<file path="src/rtl/spi_master_ctrl.sv">
// spi_master_ctrl: serialises valid/ready RAM commands into ss_n-framed SPI transfers and captures read replies
module spi_master_ctrl #(
    parameter int RD_WAIT  = 2,
    parameter int IDLE_GAP = 1
) (
    input  logic       clk,
    input  logic       rst,
    input  logic       cmd_valid,
    output logic       cmd_ready,
    input  logic [1:0] cmd_op,
    input  logic [7:0] cmd_data,
    output logic       rsp_valid,
    output logic [7:0] rsp_data,
    output logic       busy,
    output logic       ss_n,
    output logic       mosi,
    input  logic       miso
);
    typedef enum logic [2:0] {IDLE, SEL, SHIFT, WAIT, RECV, GAP} state_t;
    state_t     state, state_d;
    logic [3:0] cnt, cnt_d;
    logic [9:0] frame, frame_d;
    logic [7:0] rx;
    logic       accept, ss_n_d, mosi_d, done;
    assign cmd_ready = state == IDLE;
    assign busy      = state != IDLE;
    assign accept    = cmd_valid && cmd_ready;
    assign done      = state == RECV && cnt == 4'd7;
    // next state, shared bit counter, and the pin values for the state being entered
    always_comb begin
        state_d = state;
        cnt_d   = cnt + 4'd1;
        frame_d = accept ? {cmd_op, cmd_op == 2'b11 ? 8'h00 : cmd_data} : frame;
        case (state)
            IDLE:    if (accept) state_d = SEL;
            SEL:     state_d = SHIFT;
            SHIFT:   if (cnt == 4'd9) state_d = frame[9:8] == 2'b11 ? WAIT : GAP;
            WAIT:    if (cnt == 4'(RD_WAIT - 1)) state_d = RECV;
            RECV:    if (cnt == 4'd7) state_d = GAP;
            GAP:     if (cnt == 4'(IDLE_GAP - 1)) state_d = IDLE;
            default: state_d = IDLE;
        endcase
        if (state_d != state || state == IDLE) cnt_d = 4'd0;
        ss_n_d = state_d == IDLE || state_d == GAP;
        mosi_d = state_d == SEL ? frame_d[9] : state_d == SHIFT ? frame_d[4'd9 - cnt_d] : 1'b0;
    end
    // state, counter and command shadow register
    always_ff @(posedge clk) begin
        if (rst) begin
            state <= IDLE;
            cnt   <= 4'd0;
            frame <= 10'd0;
        end else begin
            state <= state_d;
            cnt   <= cnt_d;
            frame <= frame_d;
        end
    end
    // registered SPI pins so ss_n and mosi only move on clock edges
    always_ff @(posedge clk) begin
        if (rst) begin
            ss_n <= 1'b1;
            mosi <= 1'b0;
        end else begin
            ss_n <= ss_n_d;
            mosi <= mosi_d;
        end
    end
    // shift in the reply MSB first and publish it as the frame enters GAP
    always_ff @(posedge clk) begin
        if (rst) begin
            rx        <= 8'h00;
            rsp_valid <= 1'b0;
            rsp_data  <= 8'h00;
        end else begin
            if (state == RECV) rx <= {rx[6:0], miso};
            rsp_valid <= done;
            if (done) rsp_data <= {rx[6:0], miso};
        end
    end
endmodule

</file>
<file path="config.mk">
export PLATFORM = sky130hd
export DESIGN_NAME = spi_master_ctrl
export DESIGN_NICKNAME = d
export VERILOG_FILES = /design/src/rtl/spi_master_ctrl.sv
export SDC_FILE = /design/constraint.sdc
export NUM_CORES = 1
export LEC_CHECK = 0
export ABC_AREA = 1
export CORE_MARGIN = 2
export CORE_UTILIZATION = 35
export CTS_BUF_LIST = sky130_fd_sc_hd__clkbuf_4
export DETAILED_ROUTE_END_ITERATION = 10
export HOLD_SLACK_MARGIN = 0.02
export PLACE_DENSITY = 0.67
export SLEW_MARGIN = 40
export SYNTH_ARGS = -nofsm -noshare
export SYNTH_HDL_FRONTEND = slang
export SYNTH_SLANG_ARGS = --single-unit
</file>
<file path="constraint.sdc">
create_clock -name clk -period 2.8 [get_ports clk]
set_input_delay 0.7 -clock clk [delete_from_list [all_inputs] [get_ports clk]]
set_output_delay 0.7 -clock clk [all_outputs]
set_load 0.005 [all_outputs]
</file>
== Yosys cells after proc, flatten, opt, wreduce, memory -nomap -nowiden ==
Cells that the tools add are included.

* Bits in registers: 35
* Word-level logic and storage cells: 47
* Bits of input ports: 14
* Output and inout port bits: 13

* Add/subtract/negate cells: 2
* Order comparisons: 1
* Multiplexer cells: 14
* Eq/ne operators: 14
* Reductions and logical operators: 8

{| class="wikitable"
|+ Operators by type and width
! kind !! count
|-
| 2-to-1 mux 3 bit || 6
|-
| one-hot mux 3 bit (6 select lines) || 1
|-
| 2-to-1 mux 10 bit || 1
|-
| equality test 3 x 2 -> 1 bit (second input constant) || 3
|-
| equality test 3 bit (second input constant) || 3
|-
| 2-to-1 mux 8 bit || 1
|-
| equality test 3 x 1 -> 1 bit (second input constant) || 2
|-
| zero test 3 bit || 2
|-
| less-than comparator 4 x 5 -> 1 bit (second input constant) || 1
|-
| adder 4 x 1 -> 4 bit (second input constant) || 1
|-
| binary-select mux 1 bit (select 4 bit) || 1
|-
| equality test 2 bit (second input constant) || 2
|-
| equality test 4 x 1 -> 1 bit (second input constant) || 1
|-
| equality test 4 x 3 -> 1 bit (second input constant) || 1
|-
| equality test 4 bit (second input constant) || 1
|-
| zero test 4 bit || 1
|-
| 2-to-1 mux 4 bit || 1
|-
| subtractor 4 bit (first input constant) || 1
|-
| 2-to-1 mux 1 bit || 3
|-
| inequality test 3 bit || 1
|-
| nonzero test 3 bit || 1
|-
| logical AND 1 bit || 2
|-
| logical OR 1 bit || 2
|}

== Logic depth before layout (Yosys ltp) ==
Gate-level depths: netlist (run 1).

* Depth in word-level cells: 12
* Mapped depth: 16
* Depth with buffers taken out: 16

== Worst setup path after synthesis (run 1) ==
OpenSTA, ideal clock, no wires.

* Path kind: input port to flip-flop
* From: input port cmd_valid
* To: register mosi
* Slack: 712 ps
* Data required time: 2,742 ps
* Arrival: 2,030 ps
* Path buffers: 0
* Setup time: 58 ps
* Stages on the path: 12
* Cells stage by stage: nand3_2 -> nand3_4 -> o21bai_4 -> nand3_4 -> nor2_4 -> inv_2 -> ha_1 -> inv_1 -> nand3_1 -> a21oi_1 -> nand2_1 -> nand2_1

* Word-level cells in the longest chain between the ends: 11
* Elaborated cells on any way between the ends: 14

{| class="wikitable"
|+ RTL lines
! item !! RTL line !! source
|-
| from (decl) || 8 || <nowiki>input logic cmd_valid,</nowiki>
|-
| logical AND 1 bit * || 27 || <nowiki>assign accept = cmd_valid && cmd_ready;</nowiki>
|-
| 2-to-1 mux 3 bit || 35 || <nowiki>IDLE: if (accept) state_d = SEL;</nowiki>
|-
| one-hot mux 3 bit (6 select lines) || 34 || <nowiki>case (state)</nowiki>
|-
| inequality test 3 bit || 43 || <nowiki>if (state_d != state || state == IDLE) cnt_d = 4'd0;</nowiki>
|-
| logical OR 1 bit || 43 ||
|-
| 2-to-1 mux 4 bit || 43 ||
|-
| subtractor 4 bit || 45 || <nowiki>mosi_d = state_d == SEL ? frame_d[9] : state_d == SHIFT ? frame_d[4'd9 - cnt_d] : 1'b0;</nowiki>
|-
| binary-select mux 1 bit (select 4 bit) || 45 ||
|-
| 2-to-1 mux 1 bit (implied by the code) || 45 ||
|-
| 2-to-1 mux 1 bit || 45 ||
|-
| 2-to-1 mux 1 bit * || 45 ||
|-
| to (signal assigned) || 66 || <nowiki>mosi <= mosi_d;</nowiki>
|-
| to (decl) || 16 || <nowiki>output logic mosi,</nowiki>
|}

Mark *: on every way between the ends. The rest lies on a longest branch, timed or not. The select of a mux whose other input is x is not followed.
A chain may end at the register's enable or synchronous reset.

== Worst setup path after layout (run 1) ==
* From: register state[0]
* To: output port cmd_ready

* Word-level cells in the longest chain between the ends: 1

{| class="wikitable"
|+ RTL lines
! item !! RTL line !! source
|-
| from (decl) || 20 || <nowiki>state_t state, state_d;</nowiki>
|-
| from (signal assigned) || 54 || <nowiki>state <= state_d;</nowiki>
|-
| zero test 3 bit || 25 || <nowiki>assign cmd_ready = state == IDLE;</nowiki>
|-
| to (decl) || 9 || <nowiki>output logic cmd_ready,</nowiki>
|}

No other way between the ends.

==> flow_summary.yaml, run 1 <==
logic_synthesis:
  avgSynthCellArea_um2: 7.10
  yosys.area.top_type_share: 0.418
  yosysSeqAreaShare: 0.418
  async_flop_share: 0
  synth_cells: 236
  synth.area.top_cells: "dfxtp_1 (42%), nand2_1 (12%), nor2_1 (12%), nand3_1 (5.1%), inv_1 (4.7%)"
  synthTopCellsByCount: "nand2_1 (54), nor2_1 (52), dfxtp_1 (35), inv_1 (21), nand3_1 (17)"
  yosysMostFrequentCell: "nand2_1"
  yosys.area.top_type: "dfxtp_1"
  synth_edf_count: 0
  syn_area_um2: 1680
  synth_flop_cell: "dfxtp_1"
  synth_fp_nets: 254
  ys_types: 25
  yosysWarnings: 0
  yosys_register_bits: 35
hold_path:
  hold_start: "rx[4]$_SDFFE_PP0P_"
  whs_endpoint: "rsp_data[5]$_SDFFE_PP0P_"
  hold_depth: 2
  holdCritPathClass: "reg -> reg"
power_and_ir_drop:
  p_leak_nw: 0.911
  powerDensity_nw_per_um2: 474
  power_w: 0.000973
  ir_drop_mv: 0.293
placed_design:
  dp_slack_ns: 0.185
  dp_hpwl_um: 2530
  gp_congestion: 0.863
  place_area_um2: 2000
  portBuffers: 26
cells_and_area:
  final_nets: 284
  nFillCells: 498
  stdcell_area_um2: 2050
  register_area_um2: 701
  drive_gt1_frac: 0.0824
  antenna-diode-count: 0
  multi_input_area_um2: 863
  area_growth_pct: 22.4
timing:
  worstMarginPinSlew_ns: 0.410
  tns_ns: 0
  max_freq_ghz: 0.400
  max_slew_margin: 0.726
  fin_crit_ns: 2.50
  slew_violations: 0
  worst_slack_ns: 0.298
  setup_viol: 0
  fin_crit_sh: 0.894
  hold_viol: 0
  rsz0062_at_grt: "false"
  finClkSkew_ns: 0.00974
clocking:
  cts_num_sinks: 35
  cts_resized: 0
  postCtsSetupBuffers: 0
  holdBufCountCts: 0
  cts_buffers: 5
  path_clk_slew_ns: 0.11
  cts_root_buffer: "clkbuf_4"
  ctsHtreeMaxLevel: 2
  cts_tree: "built"
  clock_latency_ns: 0.34
  cts.path.max_buffers: 2
setup_path:
  critPathArrivalTime_ns: 1.80
  startpoint_type: "flop"
  r2r_slack_ns: 0.53
  cp_slowest_cell: "clkdlybuf4s50_1"
  cp_num_buf_inv: 2
  r2r_start: "cnt[0]$_SDFF_PP0_"
  critical-path-max-stage-delay_ns: 0.51
  path_class: "reg -> out"
  rr_endpoint: "mosi$_SDFF_PP0_"
  cp_top_family: "buffers and inverters"
  crit_path_cell_trace: "nor2_2 -> nand2_1 -> inv_1 -> clkdlybuf4s50_1"
  endpoint_kind: "output pin"
  required_ns: 2.10
  cp_max_fo: 5
  reg2reg_depth: 15
global_routing:
  antenna_found_initial: 0
  grt_overflow: 0
  grt_start_max_net_pins: 19
  grt_pass1_vias: 1361
  grt_pass1_wl_um: 5750
  grt_util_all_layers: 0.140
routing:
  drc: 0
  drt_iter0_drc: 45
  drtPass1Iterations: 4
  vias_per_cell: 4.62
  ant_nets: 0
  vias: 1484
  post_drt_wl_per_cell_um: 10.1
  routed_wl_um: 3250
floorplanning:
  start_util: 0.360
  die_area_um2: 5360
  rows: 25
  die_h_um: 73.2
  die_w_um: 73.2
  io_pins: 27
  coreArea_um2: 4660
status:
  status: "completed"
run:
  max_cap_viol_count: 0
==> state kept, by name, summed over array words and instances, names as in the netlist <==
name       cells
cnt            4
state          3
rsp_data       8
rx             7
ss_n           1
mosi           1
rsp_valid      1
frame         10
==> routing by layer <==
layer	global-route usage	vias up	share of wire
met5	0	-	0
met4	0.0432	0	0.013
met3	0.0387	5	0.048
met2	0.243	36	0.46
met1	0.166	637	0.48
li1	-	806	-
==> tightest hold or removal path, delay by kind of cell (launching register included) <==
| family | cells | cell delay (ns) |
|---|---|---|
| flip-flops | 1 | 0.34 |
| AND/OR/NAND/NOR | 2 | 0.11 |
==> cells by family after synthesis <==
| logic type | synth area share |
|---|---|
| simple gates | 0.363 |
| flops | 0.418 |
| compound gates | 0.105 |
| buf+inv | 0.0672 |
| fa+ha+maj | 0.0299 |
| xor+xnor | 0.0104 |
| mux | 0.00597 |
==> layout by cell type, fill, tap and decap left out <==
cell             count
nor2_4               1
a21oi_1              5
buf_4                2
o21ai_1              2
inv_1               21
clkbuf_4             5
o21ai_0             14
clkdlybuf4s50_1     26
dfxtp_1             35
nand3_4              2
o21bai_4             1
nand2_1             54
ha_1                 4
nand3_1             17
clkinv_1             2
clkinvlp_4           1
nand4_1              1
nor3_1               2
nand2_4              2
nand4_2              1
inv_2                2
nand3_2              1
inv_4                1
xor2_1               2
o21a_1               7
mux2i_1              1
nor2_1              52
nor2_2               3
==> layout make-up <==
cell class	count	share of cell area
Clock buffer	5	0.0183
Clock inverter	3	0.00732
Inverter	24	0.0451
Multi-Input combinational cell	172	0.421
Sequential cell	35	0.341
Tap cell	54	0.0329
Timing Repair Buffer	28	0.134
==> how the worst max path moves through the flow <==
stage | startpoint | end | slack, ns | cells after the start
floorplan | cmd_valid | mosi$_SDFF_PP0_ | 0.71 | 12
detailed placement | cmd_valid | mosi$_SDFF_PP0_ | 0.18 | 13
CTS | state[0]$_SDFF_PP0_ | cmd_ready | 0.28 | 4
finish | state[0]$_SDFF_PP0_ | cmd_ready | 0.30 | 4
global placement | cmd_valid | mosi$_SDFF_PP0_ | 0.24 | 13
global route | state[0]$_SDFF_PP0_ | cmd_ready | 0.21 | 4
==> through the flow <==
step,hold WS (ns),cells,utilization
floorplan,0.419,236,-
global route,0.504,321,0.440
global placement,0.445,313,0.429
finish,0.472,321,0.440
detailed placement,0.454,313,0.429
CTS,0.476,321,0.440
==> report_power, final <==
group / internal [W] / leakage (nW) / switching, W / total [W]
clock network: 0.0000920 / 0.0263 / 0.000176 / 0.000268
registers: 0.000515 / 0.284 / 0.0000110 / 0.000526
logic: 0.0000796 / 0.600 / 0.0000999 / 0.000180
No activity file was read; power rests on OpenSTA's default activity.
==> run 2, diff against run 1 <==
--- a/config.mk
+++ b/config.mk
@@ -12,6 +12,7 @@
 export DETAILED_ROUTE_END_ITERATION = 10
 export HOLD_SLACK_MARGIN = 0.02
 export PLACE_DENSITY = 0.67
+export SETUP_SLACK_MARGIN = 0.4
 export SLEW_MARGIN = 40
 export SYNTH_ARGS = -nofsm -noshare
 export SYNTH_HDL_FRONTEND = slang
==> constraint.sdc (replaced) <==
create_clock -name clk -period 2.8 [get_ports clk]
set_input_delay 0.7 -clock clk [delete_from_list [all_inputs] [get_ports clk]]
set_output_delay 0.7 -clock clk [all_outputs]
set_load 0.05 [all_outputs]
==> run 2 against run 1 <==
Compared with the run above: critical path depth increased by 11; die area unchanged; register-to-register slack improved by 0.04 ns; sequential share of layout area decreased by 1.1 points; clock power increased by 33%; via count increased by 3.4%; clock skew decreased by 0.0022 ns; critical path type is now reg -> reg.
==> flow_summary.yaml, run 2 (synthesis results as in run 1) <==
status:
  status: "completed"
cells_and_area:
  finish.utilization: 0.460
  area_growth_pct: 27.9
  final_common_cell: "nand2_1"
  drive_gt1_frac: 0.150
  largest_registers: "frame x10, rsp_data x8, rx x7"
  largest_register_ffs: 10
  regMostFlops: "frame"
  antenna-diode-count: 0
  final_cell_mix: "nand2_1 (53), nor2_1 (51), dfxtp_1 (31)"
  final_nets: 290
global_routing:
  grt_util_all_layers: 0.139
  grt_overflow: 0
  antenna_found_initial: 0
  top_usage_layer: "met2"
  met1_usage: 0.167
  grt_start_max_net_pins: 19
  grt_pass1_wl_um: 5870
  grtUsageMet2: 0.242
  use_met3: 0.0387
  grt_pass1_vias: 1391
timing:
  setup_viol: 0
  hold_viol: 0
  tns_ns: 0
  rsz0062_at_grt: "false"
  max_slew_margin: 0.654
  max_freq_ghz: 0.448
  worstMarginPinSlew_ns: 0.518
  fin_crit_sh: 0.798
  worst_slack_ns: 0.567
  finClkSkew_ns: 0.00759
  slew_violations: 0
  fin_crit_ns: 2.23
routing:
  drt_iter0_drc: 55
  drc: 0
  drtPass1Iterations: 4
  post_drt_wl_per_cell_um: 10.2
  vias_per_cell: 4.69
  vias: 1535
  routed_wl_um: 3350
  ant_nets: 0
floorplanning:
  die_h_um: 73.2
  rows: 25
  coreArea_um2: 4660
  start_util: 0.360
  die_w_um: 73.2
  die_area_um2: 5360
  io_pins: 27
placed_design:
  gp_congestion: 0.859
  dp_slack_ns: 0.177
  portBuffers: 26
  dp_hpwl_um: 2540
setup_path:
  startpoint_type: "flop"
  endpoint_kind: "flop"
  critPathArrivalTime_ns: 2.52
  cp_max_fo: 5
  required_ns: 3.09
  path_class: "reg -> reg"
clocking:
  ctsHtreeMaxLevel: 2
  cts_tree: "built"
  cts_num_sinks: 35
  clock_latency_ns: 0.33
  cts.path.max_buffers: 2
  cts_buffers: 5
  cts_root_buffer: "clkbuf_4"
  path_clk_slew_ns: 0.11
power_and_ir_drop:
  powerDensity_nw_per_um2: 512
  power_w: 0.00110
  ir_drop_mv: 0.388
  p_leak_nw: 0.967
hold_path:
  holdCritPathClass: "reg -> reg"
run:
  max_cap_viol_count: 0
run 2: cell count changes in the layout (fill, tap and decap cells not counted), sizes merged:
cell and delta:
bufinv +1, clkbuf +2, clkinvlp -1, buf +6
dlymetal6s2s +1, clkdlybuf4s50 -3
run 2: layout make-up:
type,count,area (um2)
Fill cell,478,2520
Sequential cell,35,708
Tap cell,54,67.6
Clock buffer,5,37.5
Clock inverter,3,38.8
Timing Repair Buffer,34,313
Inverter,24,92.6
Multi-Input combinational cell,172,887
run 2: stage by stage:
| step | area [um2] | hold WS (ns) | instances |
|---|---|---|---|
| after floorplan | 1680 | 0.419 | 236 |
| after global placement | 2010 | 0.445 | 314 |
| after detailed placement | 2010 | 0.453 | 314 |
| after CTS | 2080 | 0.469 | 322 |
| after global routing | 2140 | 0.497 | 327 |
| final | 2140 | 0.477 | 327 |
run 2: worst paths after layout:
kind / startpoint / endpoint / slack (ns) / depth (start not counted)
setup / recovery: cnt[0]$_SDFF_PP0_ / mosi$_SDFF_PP0_ / 0.57 / 15
setup reg to reg: cnt[0]$_SDFF_PP0_ / mosi$_SDFF_PP0_ / 0.57 / 15
hold / removal: rsp_data[5]$_SDFFE_PP0P_ / rsp_data[5]$_SDFFE_PP0P_ / 0.48 / 2
hold reg to reg: rsp_data[5]$_SDFFE_PP0P_ / rsp_data[5]$_SDFFE_PP0P_ / 0.48 / 2
run 2: worst max-delay path, stage by stage (launching register included):
cell	delay (ns)
dfxtp_4	0.38
ha_1	0.20
nand2_1	0.09
nor2_1	0.07
nand2_4	0.09
nand3_4	0.07
o21bai_4	0.19
nand3_4	0.13
nor2_4	0.15
inv_2	0.07
ha_1	0.31
inv_1	0.08
nand3_1	0.09
a21oi_2	0.15
nand2_1	0.06
nand2_1	0.05
run 2: timing repair:
item                       CTS  global route
setup endpoints to repair    2             3
pin swaps                    0             5
cloned                       0             0
setup buffers                0             5
resized for setup            2            16
hold buffers                 0             0
run 2: routing by layer:
layer / part of all wire / wire [um] / vias to the layer above
met5: 0 / 0 / -
met4: 0.020 / 66 / 0
met3: 0.048 / 162 / 6
met2: 0.47 / 1570 / 38
met1: 0.46 / 1560 / 679
li1: - / - / 812
run 2: power by group:
part | switching (W) | total, W | internal [W]
sequential | 0.0000116 | 0.000527 | 0.000515
combinational | 0.000132 | 0.000216 | 0.0000847
clock | 0.000172 | 0.000356 | 0.000184
total | 0.000315 | 0.00110 | 0.000784
==> run 3, diff against run 2 <==
--- a/config.mk
+++ b/config.mk
@@ -11,7 +11,7 @@
 export CTS_BUF_LIST = sky130_fd_sc_hd__clkbuf_4
 export DETAILED_ROUTE_END_ITERATION = 10
 export HOLD_SLACK_MARGIN = 0.02
-export PLACE_DENSITY = 0.67
+export PLACE_DENSITY = 0.69
 export SETUP_SLACK_MARGIN = 0.4
 export SLEW_MARGIN = 40
 export SYNTH_ARGS = -nofsm -noshare
==> constraint.sdc (replaced) <==
create_clock -name clk -period 1.85 [get_ports clk]
set_input_delay 0.4625 -clock clk [delete_from_list [all_inputs] [get_ports clk]]
set_output_delay 0.4625 -clock clk [all_outputs]
set_load 0.05 [all_outputs]
==> run 3 against run 2 <==
Compared with the run above: the run now ends with negative setup slack left; worst hold slack got worse by 0.011 ns; total power up 63%; register-to-register slack lost 0.71 ns; count of clock-buffer cells in the layout is the same; sequential power is 52% higher; clock power rose by 57%; combinational power increased by 100%; via count up 7.2%; sequential share of layout area decreased by 4.2 points; critical path type unchanged; largest power group unchanged.
==> flow_summary.yaml, run 3 (synthesis results as in run 1) <==
setup_path:
  path_class: "reg -> reg"
  cp_max_fo: 3
  required_ns: 2.15
  cp_slowest_cell: "dfxtp_4"
  crit_path_cell_trace: "inv_4 -> ha_4 -> nand2_4 -> nor2_4 -> nand2_2 -> nand3_4 -> o21bai_4 -> nand3_4 -> nor2_4 -> inv_2 -> ha_4 -> inv_4 -> nand3_2 -> a21oi_2 -> nand2_1 -> nand2_1"
  critPathArrivalTime_ns: 2.29
  critical-path-max-stage-delay_ns: 0.40
  startpoint_type: "flop"
  endpoint_kind: "flop"
clocking:
  path_clk_slew_ns: 0.12
  holdBufCountCts: 0
  cts.path.max_buffers: 2
  cts_root_buffer: "clkbuf_4"
  cts_num_sinks: 35
  cts_buffers: 5
  cts_tree: "built"
  ctsHtreeMaxLevel: 2
  clock_latency_ns: 0.34
routing:
  drtPass1Iterations: 5
  routed_wl_um: 3880
  vias: 1645
  post_drt_wl_per_cell_um: 11.1
  drt_iter0_drc: 28
  vias_per_cell: 4.71
  ant_nets: 0
  drc: 0
global_routing:
  grt_util_all_layers: 0.154
  met1_usage: 0.180
  antenna_found_initial: 0
  use_met3: 0.0387
  grt_pass1_wl_um: 6430
  grt_overflow: 0
  grt_pass1_vias: 1537
  top_usage_layer: "met2"
  grt_start_max_net_pins: 19
  grtUsageMet2: 0.266
floorplanning:
  die_w_um: 73.2
  io_pins: 27
  coreArea_um2: 4660
  die_area_um2: 5360
  die_h_um: 73.2
  start_util: 0.360
  rows: 25
cells_and_area:
  final_nets: 312
  finish.utilization: 0.532
  multi_input_area_um2: 1010
  final_common_cell: "nand2_1"
  largest_registers: "frame x10, rsp_data x8, rx x7"
  antenna-diode-count: 0
  drive_gt1_frac: 0.336
  final_cells: 349
  regMostFlops: "frame"
  nFillCells: 427
  final_cell_mix: "nand2_1 (47), nor2_1 (45), buf_4 (36)"
  register_area_um2: 713
  area_growth_pct: 47.8
  largest_register_ffs: 10
timing:
  hold_viol: 0
  max_slew_margin: 0.740
  fin_crit_sh: 1.08
  worst_slack_ns: -0.141
  setup_viol: 1
  fin_crit_ns: 1.99
  slew_violations: 0
  max_freq_ghz: 0.502
  finClkSkew_ns: 0.0108
  rsz0062_at_grt: "true"
  worstMarginPinSlew_ns: 0.390
power_and_ir_drop:
  ir_drop_mv: 0.440
  p_leak_nw: 1.12
  power_w: 0.00179
  powerDensity_nw_per_um2: 724
hold_path:
  holdCritPathClass: "reg -> reg"
placed_design:
  post-place-cells: 335
  portBuffers: 26
  dp_hpwl_um: 2760
  dp_slack_ns: -0.467
  gp_congestion: 0.941
status:
  status: "finished with violations"
  violations: "negative setup slack"
run:
  max_cap_viol_count: 0
-- run 3: cell types whose count changed in the layout (fill, tap and decap cells not counted), moves of 4 or more --
cell             change
buf_4               +28
buf_6                +4
clkdlybuf4s50_1     -11
inv_1                -6
nand2_1              -6
nand2_2              +4
nor2_1               -6
-- run 3: final timing paths --
check	start	end	slack, ns	cells after the start
hold / removal	rx[3]$_SDFFE_PP0P_	rsp_data[4]$_SDFFE_PP0P_	0.47	2
hold reg to reg	rx[3]$_SDFFE_PP0P_	rsp_data[4]$_SDFFE_PP0P_	0.47	2
setup / recovery	cnt[1]$_SDFF_PP0_	mosi$_SDFF_PP0_	-0.14	16
setup reg to reg	cnt[1]$_SDFF_PP0_	mosi$_SDFF_PP0_	-0.14	16
-- run 3: area by class of cell --
| type | count | area share |
|---|---|---|
| clock buffer | 5 | 0.0151 |
| clock inverter | 3 | 0.0177 |
| inverter | 24 | 0.0449 |
| multi-input combinational | 172 | 0.408 |
| sequential | 35 | 0.288 |
| tap | 54 | 0.0273 |
| timing repair buffer | 55 | 0.197 |
| timing repair inverter | 1 | 0.00202 |
-- run 3: per-stage QoR --
stage,TNS (ns),cell area (um2),hold WS (ns)
floorplan,-0.101,1720,0.419
global placement,-0.438,2200,0.431
detailed placement,-0.610,2200,0.451
CTS,-0.168,2430,0.468
global route,-0.245,2480,0.497
finish,-0.141,2480,0.466
-- run 3: power breakdown --
group	internal [W]	leakage, nW	switching [W]	total [W]
sequential	0.000779	0.287	0.0000205	0.000799
clock	0.000284	0.0452	0.000275	0.000559
combinational	0.000200	0.790	0.000236	0.000436
total	0.00126	1.12	0.000532	0.00179
-- run 3: routing by layer --
metal / up-vias / part of all wire / wire, um
met2: 44 / 0.49 / 1910
met3: 12 / 0.042 / 162
met5: - / 0 / 0
met1: 725 / 0.44 / 1710
li1: 864 / - / -
met4: 0 / 0.023 / 91
-- run 3: timing repair --
item                                    in CTS  in global routing
cloned                                       0                  1
resized for setup                           27                 14
buffers inserted                             5                  0
endpoints found under the setup margin      10                 19
pin swaps                                   14                  5
-- run 3: critical path, delay by kind of cell, from the launching register on --
family          cells  cell delay [ns]
simple gates        9             0.70
fa+ha+maj           2             0.41
buf+inv             3             0.17
compound gates      2             0.26
flops               1             0.40
